[src/rtl/count_check_cw16.sv]
// count_check_cw16: locks onto count-tagged frames, forwards verified beats with tlast and flags out-of-sequence beats.
// Define COUNT_CHECK_ERR_CNT_EN to build the saturating err_count register; otherwise err_count is tied to 0.
module count_check_cw16 #(
    parameter int DATA_WIDTH = 32
) (
    input  logic                  clk,
    input  logic                  sync_reset,
    input  logic [15:0]           cnt_limit,
    input  logic                  s_axis_tvalid,
    input  logic [DATA_WIDTH-1:0] s_axis_tdata,
    input  logic [15:0]           s_axis_count,
    input  logic                  s_axis_final_cnt,
    output logic                  s_axis_tready,
    output logic                  m_axis_tvalid,
    output logic [DATA_WIDTH-1:0] m_axis_tdata,
    output logic                  m_axis_tlast,
    input  logic                  m_axis_tready,
    output logic                  locked,
    output logic                  seq_err,
    output logic [15:0]           err_count
);
    typedef enum logic {SEARCH, LOCK} state_t;
    state_t state_q, state_d;
    logic [15:0] exp_cnt_q, exp_cnt_d;
    logic out_valid_q, out_valid_d, out_last_q, out_last_d;
    logic skid_valid_q, skid_valid_d, skid_last_q, skid_last_d;
    logic [DATA_WIDTH-1:0] out_data_q, out_data_d, skid_data_q, skid_data_d;
    logic tready_q, tready_d, seq_err_q, seq_err_d;
    logic acc, tag_ok, pass, fail, out_free;
    assign acc      = s_axis_tvalid & tready_q;
    assign tag_ok   = (s_axis_count == exp_cnt_q) && (s_axis_final_cnt == (s_axis_count == 16'd0));
    assign pass     = acc && (state_q == LOCK) && tag_ok;
    assign fail     = acc && (state_q == LOCK) && !tag_ok;
    assign out_free = ~out_valid_q | m_axis_tready;
    always_comb begin
        state_d   = state_q;
        exp_cnt_d = exp_cnt_q;
        if (state_q == SEARCH) begin
            if (acc && s_axis_final_cnt && (s_axis_count == 16'd0)) begin
                state_d   = LOCK;
                exp_cnt_d = cnt_limit;
            end
        end else if (pass) begin
            exp_cnt_d = (exp_cnt_q == 16'd0) ? cnt_limit : exp_cnt_q - 16'd1;
        end else if (fail) begin
            state_d = SEARCH;
        end
    end
    // Skid is only ever full while tready is low, so it never coincides with a new pass.
    always_comb begin
        out_valid_d  = out_valid_q;
        out_data_d   = out_data_q;
        out_last_d   = out_last_q;
        skid_valid_d = skid_valid_q;
        skid_data_d  = skid_data_q;
        skid_last_d  = skid_last_q;
        if (out_free) begin
            if (skid_valid_q) begin
                out_valid_d  = 1'b1;
                out_data_d   = skid_data_q;
                out_last_d   = skid_last_q;
                skid_valid_d = 1'b0;
            end else begin
                out_valid_d = pass;
                if (pass) begin
                    out_data_d = s_axis_tdata;
                    out_last_d = s_axis_final_cnt;
                end
            end
        end else if (pass) begin
            skid_valid_d = 1'b1;
            skid_data_d  = s_axis_tdata;
            skid_last_d  = s_axis_final_cnt;
        end
    end
    assign tready_d  = ~skid_valid_d;
    assign seq_err_d = fail;
    always_ff @(posedge clk) begin
        if (sync_reset) begin
            state_q      <= SEARCH;
            exp_cnt_q    <= '0;
            out_valid_q  <= 1'b0;
            out_data_q   <= '0;
            out_last_q   <= 1'b0;
            skid_valid_q <= 1'b0;
            skid_data_q  <= '0;
            skid_last_q  <= 1'b0;
            tready_q     <= 1'b0;
            seq_err_q    <= 1'b0;
        end else begin
            state_q      <= state_d;
            exp_cnt_q    <= exp_cnt_d;
            out_valid_q  <= out_valid_d;
            out_data_q   <= out_data_d;
            out_last_q   <= out_last_d;
            skid_valid_q <= skid_valid_d;
            skid_data_q  <= skid_data_d;
            skid_last_q  <= skid_last_d;
            tready_q     <= tready_d;
            seq_err_q    <= seq_err_d;
        end
    end
    assign s_axis_tready = tready_q;
    assign m_axis_tvalid = out_valid_q;
    assign m_axis_tdata  = out_data_q;
    assign m_axis_tlast  = out_last_q;
    assign locked        = (state_q == LOCK);
    assign seq_err       = seq_err_q;
`ifdef COUNT_CHECK_ERR_CNT_EN
    logic [15:0] err_cnt_q;
    always_ff @(posedge clk) begin
        if (sync_reset)
            err_cnt_q <= '0;
        else if (fail && (err_cnt_q != 16'hFFFF))
            err_cnt_q <= err_cnt_q + 16'd1;
    end
    assign err_count = err_cnt_q;
`else
    assign err_count = '0;
`endif
endmodule

[config.mk]
export PLATFORM = sky130hd
export DESIGN_NAME = count_check_cw16
export DESIGN_NICKNAME = d
export VERILOG_FILES = /design/src/rtl/count_check_cw16.sv
export SDC_FILE = /design/constraint.sdc
export NUM_CORES = 1
export LEC_CHECK = 0
export CAP_MARGIN = 25
export CORE_MARGIN = 2
export CORE_UTILIZATION = 35
export DETAILED_ROUTE_END_ITERATION = 7
export GPL_ROUTABILITY_DRIVEN = 0
export GPL_TIMING_DRIVEN = 0
export SYNTH_ARGS = -nofsm -noshare
export SYNTH_HDL_FRONTEND = slang
export SYNTH_SLANG_ARGS = --single-unit
[constraint.sdc]
create_clock -name clk -period 4.5 [get_ports clk]
set_input_delay 1.35 -clock clk [delete_from_list [all_inputs] [get_ports clk]]
set_output_delay 1.35 -clock clk [all_outputs]
set_load 0.1 [all_outputs]
==> results of run 1 <==
[kinds of logic (layout without fill, tap and decap cells)]
kind of cell	after synthesis	count (layout)
AOI/OAI and AO/OA	124	124
and+or+nand+nor	147	147
other	1	16
buffers and inverters	60	182
xor gates and xnor gates	17	17
muxes	68	68
DFF	87	87
adders and majority gates	2	2
[tightest hold or removal path, stage by stage (launching register included)]
cell and delay [ps]:
dfxtp_1 320, nand3_2 50, a21oi_1 50
[per-layer routing]
layer / vias to the layer above / share of wire, %
li1: 2084 / -
met1: 1988 / 45
met2: 141 / 46
met3: 18 / 6.4
met4: 0 / 2.3
met5: - / 0
[power groups by stage]
stage | clock network (mW) | registers [mW] | logic [mW]
floorplan | 0 | 0.791 | 0.112
global placement | 0 | 0.788 | 0.195
detailed placement | 0 | 0.788 | 0.197
CTS | 0.757 | 0.771 | 0.198
global route | 0.783 | 0.770 | 0.208
finish | 0.736 | 0.771 | 0.198
[worst max-delay path by stage]
stage / to / slack [ps] / depth (start not counted)
after floorplan: m_axis_tdata[0] / 1360 / 8
after global placement: m_axis_tdata[20] / 450 / 8
after detailed placement: m_axis_tdata[20] / 400 / 8
after CTS: m_axis_tdata[20] / 750 / 8
after global routing: m_axis_tdata[20] / 490 / 8
final: m_axis_tdata[21] / 700 / 8
[layout make-up]
cell class              count  area share [%]
well taps                 176            3.44
clock buffers              13            4.38
clock inverters             3           0.234
flip-flops and latches     87            27.2
plain buffers              54            5.10
multi-input cells         374            42.8
repair buffers            106            16.5
inverters                   6           0.352
[through the flow]
stage / setup WS, ps / hold slack (ps) / instances
floorplan: 1360 / 461 / 521
global placement: 445 / 455 / 802
detailed placement: 399 / 460 / 802
CTS: 746 / 470 / 818
global route: 485 / 489 / 819
finish: 704 / 467 / 819
[cells in the final DEF, fill, tap and decap left out, types with 2 or more instances in the layout]
master           instances
nand3_2                 30
clkbuf_16                9
mux2i_1                 35
xor2_1                  16
o21ai_0                 10
nor3_1                   9
buf_2                    7
clkdlybuf4s50_1        105
buf_4                   17
nand2_1                 13
o31ai_1                  2
nand2b_1                 8
a21oi_1                 52
o21a_1                   2
a211oi_1                 2
mux2_2                  33
nand3_1                  7
ha_1                     2
clkbuf_8                 4
nand4_1                  5
nor2b_1                  3
nor3b_1                  2
and3_1                   2
inv_1                    6
dfxtp_1                 87
a21o_1                   4
a22oi_1                 33
nor4_1                   6
or4_1                    2
nor2_1                  45
conb_1                  16
clkinv_2                 3
nor4_4                   6
a32oi_1                  2
clkbuf_1                24
buf_6                    7
o32ai_1                  6
o31a_1                   4
==> flow_metrics.env, run 1 <==
export IMPL_worst_ir_drop_vdd_uv=139
export IMPL_met3_usage_pct=3.92
export IMPL_hpwlAfterDp_um=10100
export IMPL_async_reset_ff_share_pct=0
export IMPL_fin_setup_tns_ps=0
export IMPL_postCtsSetupRepairBufs=0
export IMPL_fin_crit_ps=3800
export IMPL_drt_wl_total_um=13600
export IMPL_cts_sinks=87
export IMPL_p_switching_uw=418
export IMPL_hold_buffers=0
export IMPL_worst_slew_pin_slew_ps=1040
export IMPL_crit_start="s_axis_count[3]"
export IMPL_grt_pass1_vias=4200
export IMPL_muxShareOfSynthArea_pct=15.1
export IMPL_cts_root_buf="clkbuf_16"
export IMPL_ys_types=51
export IMPL_grtUsageMet2_pct=31.6
export IMPL_top_usage_layer="met2"
export IMPL_placementRows=42
export IMPL_drt_vias_per_instance=5.17
export IMPL_multi_input_area_mm2=0.00274
export IMPL_crit_path_cell_trace="clkdlybuf4s50_1 > nor4_1 > nand4_1 > xnor2_1 > nor4_4 > clkbuf_1 > a22oi_1 > a21oi_1"
export IMPL_yosys_top_cells_count="87 x dfxtp_1, 52 x a21oi_1, 45 x nor2_1, 35 x mux2i_1"
export IMPL_min_period_over_period_pct=84.4
export IMPL_cp_num_buf_inv=2
export IMPL_p_seq_share_pct=45.2
export IMPL_ff_latch_area_mm2=0.00174
export IMPL_cts_tree="done"
export IMPL_netlist_instances=506
export IMPL_synth_compound_area_share_pct=16.7
export IMPL_critical_path_arrival_ps=4060
export IMPL_netlist_area_mm2=0.00478
export IMPL_synthFlopType="dfxtp_1"
export IMPL_total_power_mw=1.70
export IMPL_swShare_pct=24.5
export IMPL_fin_skew_ps=5.62
export IMPL_min_from="m_axis_tdata[23]"
export IMPL_antenna_left=0
export IMPL_netlist_top_cells_area="dfxtp_1 36%, mux2_2 7.8%, mux2i_1 7.3%"
export IMPL_path_clk_slew_ps=60
export IMPL_worstHoldPathType="register to register"
export IMPL_synth_most_common_cell="dfxtp_1"
export IMPL_placed_area_mm2=0.00610
export IMPL_clkLatencyLatePin_ps=340
export IMPL_p_clk_share_pct=43.2
export IMPL_setup_violations=0
export IMPL_fmax_ghz=0.263
export IMPL_synth_top_family_by_area="simple AND/OR/NAND/NOR gates"
export IMPL_fillers=1274
export IMPL_seq_area_frac_synth_pct=36.5
export IMPL_die_y_um=121
export IMPL_outcome="complete, no violations"
export IMPL_cp_required_ps=4770
export IMPL_r2r_worst_path_cells=7
export IMPL_critPathMaxStageDelay_ps=490
export IMPL_cp_end_kind="register"
export IMPL_die_area_mm2=0.0146
export IMPL_drive_gt1_share_pct=19.0
export IMPL_vias=4231
export IMPL_gr_total_overflow=0
export IMPL_core_area_mm2=0.0133
export IMPL_antenna_cells=0
export IMPL_cp_top_family="simple AND/OR/NAND/NOR gates"
export IMPL_drc=0
export IMPL_drv_slew=0
export IMPL_utilization_pct=48.2
export IMPL_grt_pass1_wl_um=21600
export IMPL_h_tree_depth=3
export IMPL_synthSimpleGateAreaFrac_pct=20.7
export IMPL_wl_per_cell_um=16.6
export IMPL_hold_path_end="m_axis_tdata[23]"
export IMPL_die_w_um=121
export IMPL_firstDrtPassIters=4
export IMPL_r2r_start="exp_cnt_q[4]"
export IMPL_synth_edf_count=0
export IMPL_drv_cap=0
export IMPL_rsz0062_at_grt="false"
export IMPL_area_delta_synth_final_pct=34.1
export IMPL_synth_fa_ha_area_share_pct=0.524
export IMPL_start_util_pct=35.9
export IMPL_yosysTopAreaCell="dfxtp_1"
export IMPL_port_buffers=105
export IMPL_cp_slowest_cell="clkbuf_1"
export IMPL_dr_first_iter_drc_count=236
export IMPL_nets=709
export IMPL_clk_path_buf_depth=2
export IMPL_numCtsBuffers=9
export IMPL_startpoint_type="input pin"
export IMPL_pin_count=122
export IMPL_critPathKind="input pin to register"
export IMPL_synth_top_area_share_pct=36.5
export IMPL_reg2reg_slack_ps=1940
export IMPL_antenna_found_initial=0
export IMPL_cp_max_fo=10
export IMPL_total_leakage_power_nw=2.20
export IMPL_yosys_warnings=0
export IMPL_p_comb_share_pct=11.6
export IMPL_cts_resized=0
export IMPL_hold_viol=0
export IMPL_intPower_mw=1.29
export IMPL_slew_headroom_pct=30.5
export IMPL_whs_path_depth=2
export IMPL_p_per_area_mw_per_mm2=266
export IMPL_syn_area_per_cell_um2=9.44
export IMPL_track_usage_pct=18.8
export IMPL_ys_ff_latch=87
export IMPL_grt_max_degree=14
export IMPL_reg2reg_to="m_axis_tdata[21]"
export IMPL_synth_xor_area_share_pct=3.12
export IMPL_met1_usage_pct=23.5
export IMPL_design_area_mm2=0.00640
(Power assumes the default switching activity.)
==> inputs of run 2 (changes only) <==
==> constraint.sdc (replaced) <==
create_clock -name clk -period 3.06 [get_ports clk]
set_input_delay 0.918 -clock clk [delete_from_list [all_inputs] [get_ports clk]]
set_output_delay 0.918 -clock clk [all_outputs]
set_load 0.1 [all_outputs]
==> run 2 against run 1 <==
Effect of this change: non-clock buffer count is 6 higher; design area is 1.3% higher; via count is 0.31% higher; combinational power is 48% higher; highest routed layer unchanged; first-iteration DRC count is 39% higher; setup slack worse by 600 ps; total power is 47% higher; global-route usage is 0.14 points higher; sequential cell count stayed put; clock power is 47% higher; critical path depth is 1 higher; largest cell class unchanged; sequential power is 47% higher.
==> flow_metrics.env, run 2 (synthesis results as in run 1) <==
export IMPL_numCtsBuffers=9
export IMPL_critical_path_arrival_ps=3160
export IMPL_firstDrtPassIters=5
export IMPL_cts_tree="done"
export IMPL_grt_pass1_vias=4225
export IMPL_setup_violations=0
export IMPL_fin_crit_ps=2960
export IMPL_fmax_ghz=0.338
export IMPL_drive_gt1_share_pct=21.0
export IMPL_cp_end_kind="register"
export IMPL_drt_wl_total_um=13700
export IMPL_grt_max_degree=14
export IMPL_core_area_mm2=0.0133
export IMPL_total_leakage_power_nw=2.26
export IMPL_crit_start="s_axis_count[5]"
export IMPL_final_cell_mix="105 x clkdlybuf4s50_1, 87 x dfxtp_1, 52 x a21oi_1, 45 x nor2_1, 35 x mux2i_1"
export IMPL_track_usage_pct=19.0
export IMPL_nets=715
export IMPL_antenna_cells=0
export IMPL_dr_first_iter_drc_count=328
export IMPL_slew_headroom_pct=30.5
export IMPL_drt_vias_per_instance=5.14
export IMPL_antenna_found_initial=0
export IMPL_die_y_um=121
export IMPL_min_from="m_axis_tdata[18]"
export IMPL_worst_ir_drop_vdd_uv=207
export IMPL_p_per_area_mw_per_mm2=387
export IMPL_pre_cts_ws_ps=-609
export IMPL_antenna_left=0
export IMPL_drv_slew=0
export IMPL_cp_required_ps=3260
export IMPL_critPathKind="input pin to register"
export IMPL_wl_per_cell_um=16.6
export IMPL_ff_latch_area_mm2=0.00174
export IMPL_drv_cap=0
export IMPL_fin_setup_tns_ps=0
export IMPL_worstHoldPathType="register to register"
export IMPL_grt_pass1_wl_um=21700
export IMPL_pin_count=122
export IMPL_r2r_worst_path_cells=7
export IMPL_hold_buffers=0
export IMPL_r2r_start="exp_cnt_q[4]"
export IMPL_die_area_mm2=0.0146
export IMPL_worstSetupEndpoint="m_axis_tdata[31]"
export IMPL_die_w_um=121
export IMPL_hold_viol=0
export IMPL_startpoint_type="input pin"
export IMPL_fillers=1259
export IMPL_h_tree_depth=3
export IMPL_gr_total_overflow=0
export IMPL_reg2reg_slack_ps=550
export IMPL_multi_input_area_mm2=0.00277
export IMPL_area_delta_synth_final_pct=35.9
export IMPL_placementRows=42
export IMPL_clk_path_buf_depth=2
export IMPL_cts_sinks=87
export IMPL_min_period_over_period_pct=96.6
export IMPL_start_util_pct=35.9
export IMPL_fin_skew_ps=5.16
export IMPL_cts_root_buf="clkbuf_16"
export IMPL_path_clk_slew_ps=60
export IMPL_hpwlAfterDp_um=10100
export IMPL_outcome="complete, no violations"
export IMPL_worst_slew_pin_slew_ps=1040
export IMPL_cp_max_fo=10
export IMPL_vias=4244
export IMPL_finalWorstSetupSlack_ps=104
export IMPL_drc=0
export IMPL_reg2reg_to="exp_cnt_q[4]"
export IMPL_final_common_cell="clkdlybuf4s50_1"
export IMPL_clkLatencyLatePin_ps=340
export IMPL_port_buffers=105
export IMPL_rsz0062_at_grt="true"
==> run 2: cell type report <==
cell class	instances	area share, %
plain buffers	54	5.19
clock buffers	13	4.32
clock inverters	3	0.231
inverters	6	0.347
multi-input cells	374	42.7
flip-flops and latches	87	26.8
well taps	176	3.39
repair buffers	112	17.0
==> run 2: timing repair <==
action | 4_1_cts | 5_1_grt
setup buffers | 3 | 3
resized for setup | 3 | 11
endpoints found under the hold margin | 0 | 0
pin swaps | 2 | 4
endpoints found under the setup margin | 60 | 52
==> run 2: report_power, final <==
group,switching [mW],internal [mW]
clock,0.447,0.635
combinational,0.168,0.125
sequential,0.000572,1.13
==> run 2: routing by layer <==
| layer | track usage (%) | share of wire (%) | vias to the layer above |
|---|---|---|---|
| li1 | - | - | 2093 |
| met1 | 23.8 | 45 | 1996 |
| met2 | 31.8 | 47 | 139 |
| met3 | 3.92 | 6.0 | 16 |
| met4 | 7.63 | 2.1 | 0 |
| met5 | 0 | 0 | - |
==> run 2: metrics by stage <==
| stage | utilization [%] | cells | hold slack (ps) | power [mW] | cell area, µm² |
|---|---|---|---|---|---|
| final | 48.8 | 825 | 467 | 2.51 | 6490 |
| after CTS | 48.4 | 821 | 470 | 2.54 | 6430 |
| after detailed placement | 45.9 | 802 | 460 | 1.45 | 6100 |
| after global placement | 45.9 | 802 | 455 | 1.45 | 6100 |
| after global routing | 48.8 | 825 | 489 | 2.59 | 6490 |
| after floorplan | - | 521 | 461 | 1.33 | 4830 |
==> run 2: critical path: stages <==
cell and delay [ps]:
clkdlybuf4s50_1 450, xor2_1 180, nor4_4 350, nand4_4 240, or4_4 570, buf_6 150
buf_6 150, nand3_2 80, a21oi_1 60
==> run 2: how the worst min path moves through the flow <==
stage / slack, ps / end / cells past startpoint
floorplan: 460 / skid_data_q[7] / 2
global placement: 460 / m_axis_tdata[18] / 2
detailed placement: 460 / m_axis_tdata[21] / 2
CTS: 470 / m_axis_tdata[10] / 2
global route: 490 / m_axis_tdata[18] / 2
finish: 470 / m_axis_tdata[18] / 2
==> RTL edit, RTL diff (settings of run 2) <==
Register the input `cnt_limit` before use, with the module's reset. The logic sees it one clock later. The other inputs are not delayed to match.
--- a/src/rtl/count_check_cw16.sv
+++ b/src/rtl/count_check_cw16.sv
@@ -20,6 +20,17 @@
     output logic [15:0]           err_count
 );
     typedef enum logic {SEARCH, LOCK} state_t;
+
+    logic [15:0] cnt_limit_q;
+
+    always_ff @(posedge clk) begin
+        if (sync_reset) begin
+            cnt_limit_q <= '0;
+        end else begin
+            cnt_limit_q <= cnt_limit;
+        end
+    end
+
     state_t state_q, state_d;
     logic [15:0] exp_cnt_q, exp_cnt_d;
     logic out_valid_q, out_valid_d, out_last_q, out_last_d;
@@ -38,10 +49,10 @@
         if (state_q == SEARCH) begin
             if (acc && s_axis_final_cnt && (s_axis_count == 16'd0)) begin
                 state_d   = LOCK;
-                exp_cnt_d = cnt_limit;
+                exp_cnt_d = cnt_limit_q;
             end
         end else if (pass) begin
-            exp_cnt_d = (exp_cnt_q == 16'd0) ? cnt_limit : exp_cnt_q - 16'd1;
+            exp_cnt_d = (exp_cnt_q == 16'd0) ? cnt_limit_q : exp_cnt_q - 16'd1;
         end else if (fail) begin
             state_d = SEARCH;
         end
Check against the original RTL: not equivalent (a bounded check fails within 4 cycles, from zero or initial values and one cycle with sync_reset high).
==> RTL edit against run 2 <==
- synthesized cell count grew 42%
- power up 12%
- final area is 23% higher
- die area rose by 28%
- worst setup slack lost 0.029 ns
- clock skew grew 0.0046 ns
- routed wire length is 46% higher
- area after synthesis increased by 29%
- sequential cell count is 16 higher
==> RTL edit: results (changes against run 2) <==
[finish]
register_area_um2=2060  ; +18%
comb.multi_input.count=521  ; +39%
final-clk-cell-share=0.0354  ; -0.0101
buf_share=0.205  ; -0.0168
final_core_util=0.461  ; -0.0268
drive_gt1_frac=0.102  ; -0.107
multi_input_area_um2=3680  ; +33%
buffers=213  ; +28%
fillers=1709  ; +36%
fin_nets=925  ; +29%

[clocking]
clock_sink_count=103  ; +18%
clockRootBuffer=clkbuf_16
clkLatencyLatePin_ns=0.37  ; +0.03 ns

[synthesis]
synth_mux_area_frac=0.0751  ; -0.0761
yosys-top-cells-count=103 x dfxtp_1, 73 x clkbuf_1, 44 x mux2i_1, 39 x a21oi_1
post_synth.cell_area_avg_um2=8.56  ; -9.3%
synth_area_leaders=dfxtp_1 33%, mux2i_1 7.1%, and4_1 5.0%
synthXorXnorAreaFrac=0.0278  ; -0.00336
ys_types=53  ; +3.9%
synth-compound-area-share=0.200  ; +0.0330
ys_seq_area_frac=0.335  ; -0.0301

[outcome]
status=finished, final reports clean

[timing]
fmax_mhz=335  ; -0.98%
hold_ws_ns=0.486  ; +0.0196 ns

[placed_design]
dp_slack_ns=-0.893  ; -0.284 ns
place_inst=1064  ; +33%
dpl.hpwl_um=14600  ; +44%
placed_area_um2=7540  ; +24%
portBuffers=104  ; -0.95%

[drt]
drt-met1-wl_um=9000  ; +46%
drtIter0Drc=472  ; +44%
avgViaCountPerCell=5.74  ; +12%
avgRoutedWirePerCell_um=18.5  ; +11%
met2_length_um=9480  ; +48%
dr_total_vias=6226  ; +47%
route.detailed.drc=0  ; unchanged
met3_length_um=1090  ; +33%

[global_routing]
grt_max_degree=19  ; +5
grtUsageTotal=0.217  ; +0.0273
grt_pass1_wl_um=31600  ; +46%
grt_pass1_vias=5944  ; +41%

[min_path]
hold_end=skid_data_q[0]
hold_path_startpoint=skid_data_q[0]

[power]
internal-power_mw=2.04  ; +7.6%
p_leak_nw=2.68  ; +18%
seq_power_share=0.482  ; +0.030
p_clk_frac=0.403  ; -0.028
p_seq_mw=1.36  ; +20%
ir_drop_uv=313  ; +51%

[setup_path]
crit_end=m_axis_tdata[17]
reg2reg_depth=8  ; +1
worstReg2RegStart=exp_cnt_q[0]
r2r-end=exp_cnt_q[14]
ff2ff_setup_slack_ns=0.33  ; -0.22 ns
cp-startpoint=s_axis_count[1]
slowest_stage=or4_1
arrival_ns=3.29  ; +0.13 ns

[floorplanning]
coreArea_um2=17200  ; +30%

RTL edit: cell types whose count changed after synthesis, sizes merged, moves of 24 or more:
cell	before	now
nor2	45	6
clkbuf	24	73
o21ai	11	35
or4	2	35
a22oi	33	2
and4	0	35
o31ai	2	36
mux2	33	2
nand4	6	38
nor3b	2	33
a31oi	1	34
RTL edit: timing repair:
| action | CTS | global route |
|---|---|---|
| resized for setup | 13 | 31 |
| setup endpoints to repair | 69 | 70 |
| gates cloned | 0 | 0 |
| hold endpoints to repair | 0 | 0 |
| pin swaps | 1 | 1 |
| buffers inserted | 1 | 3 |
RTL edit: worst min-delay path, cell delays in order (launching register included):
cell     delay [ns]
dfxtp_1        0.33
o31ai_1        0.06
a21oi_1        0.05
RTL edit: layer usage:
metal,track usage,vias to the layer above
li1,-,3043
met1,0.293,2925
met2,0.346,230
met3,0.0319,28
met4,0.0891,0
met5,0,-
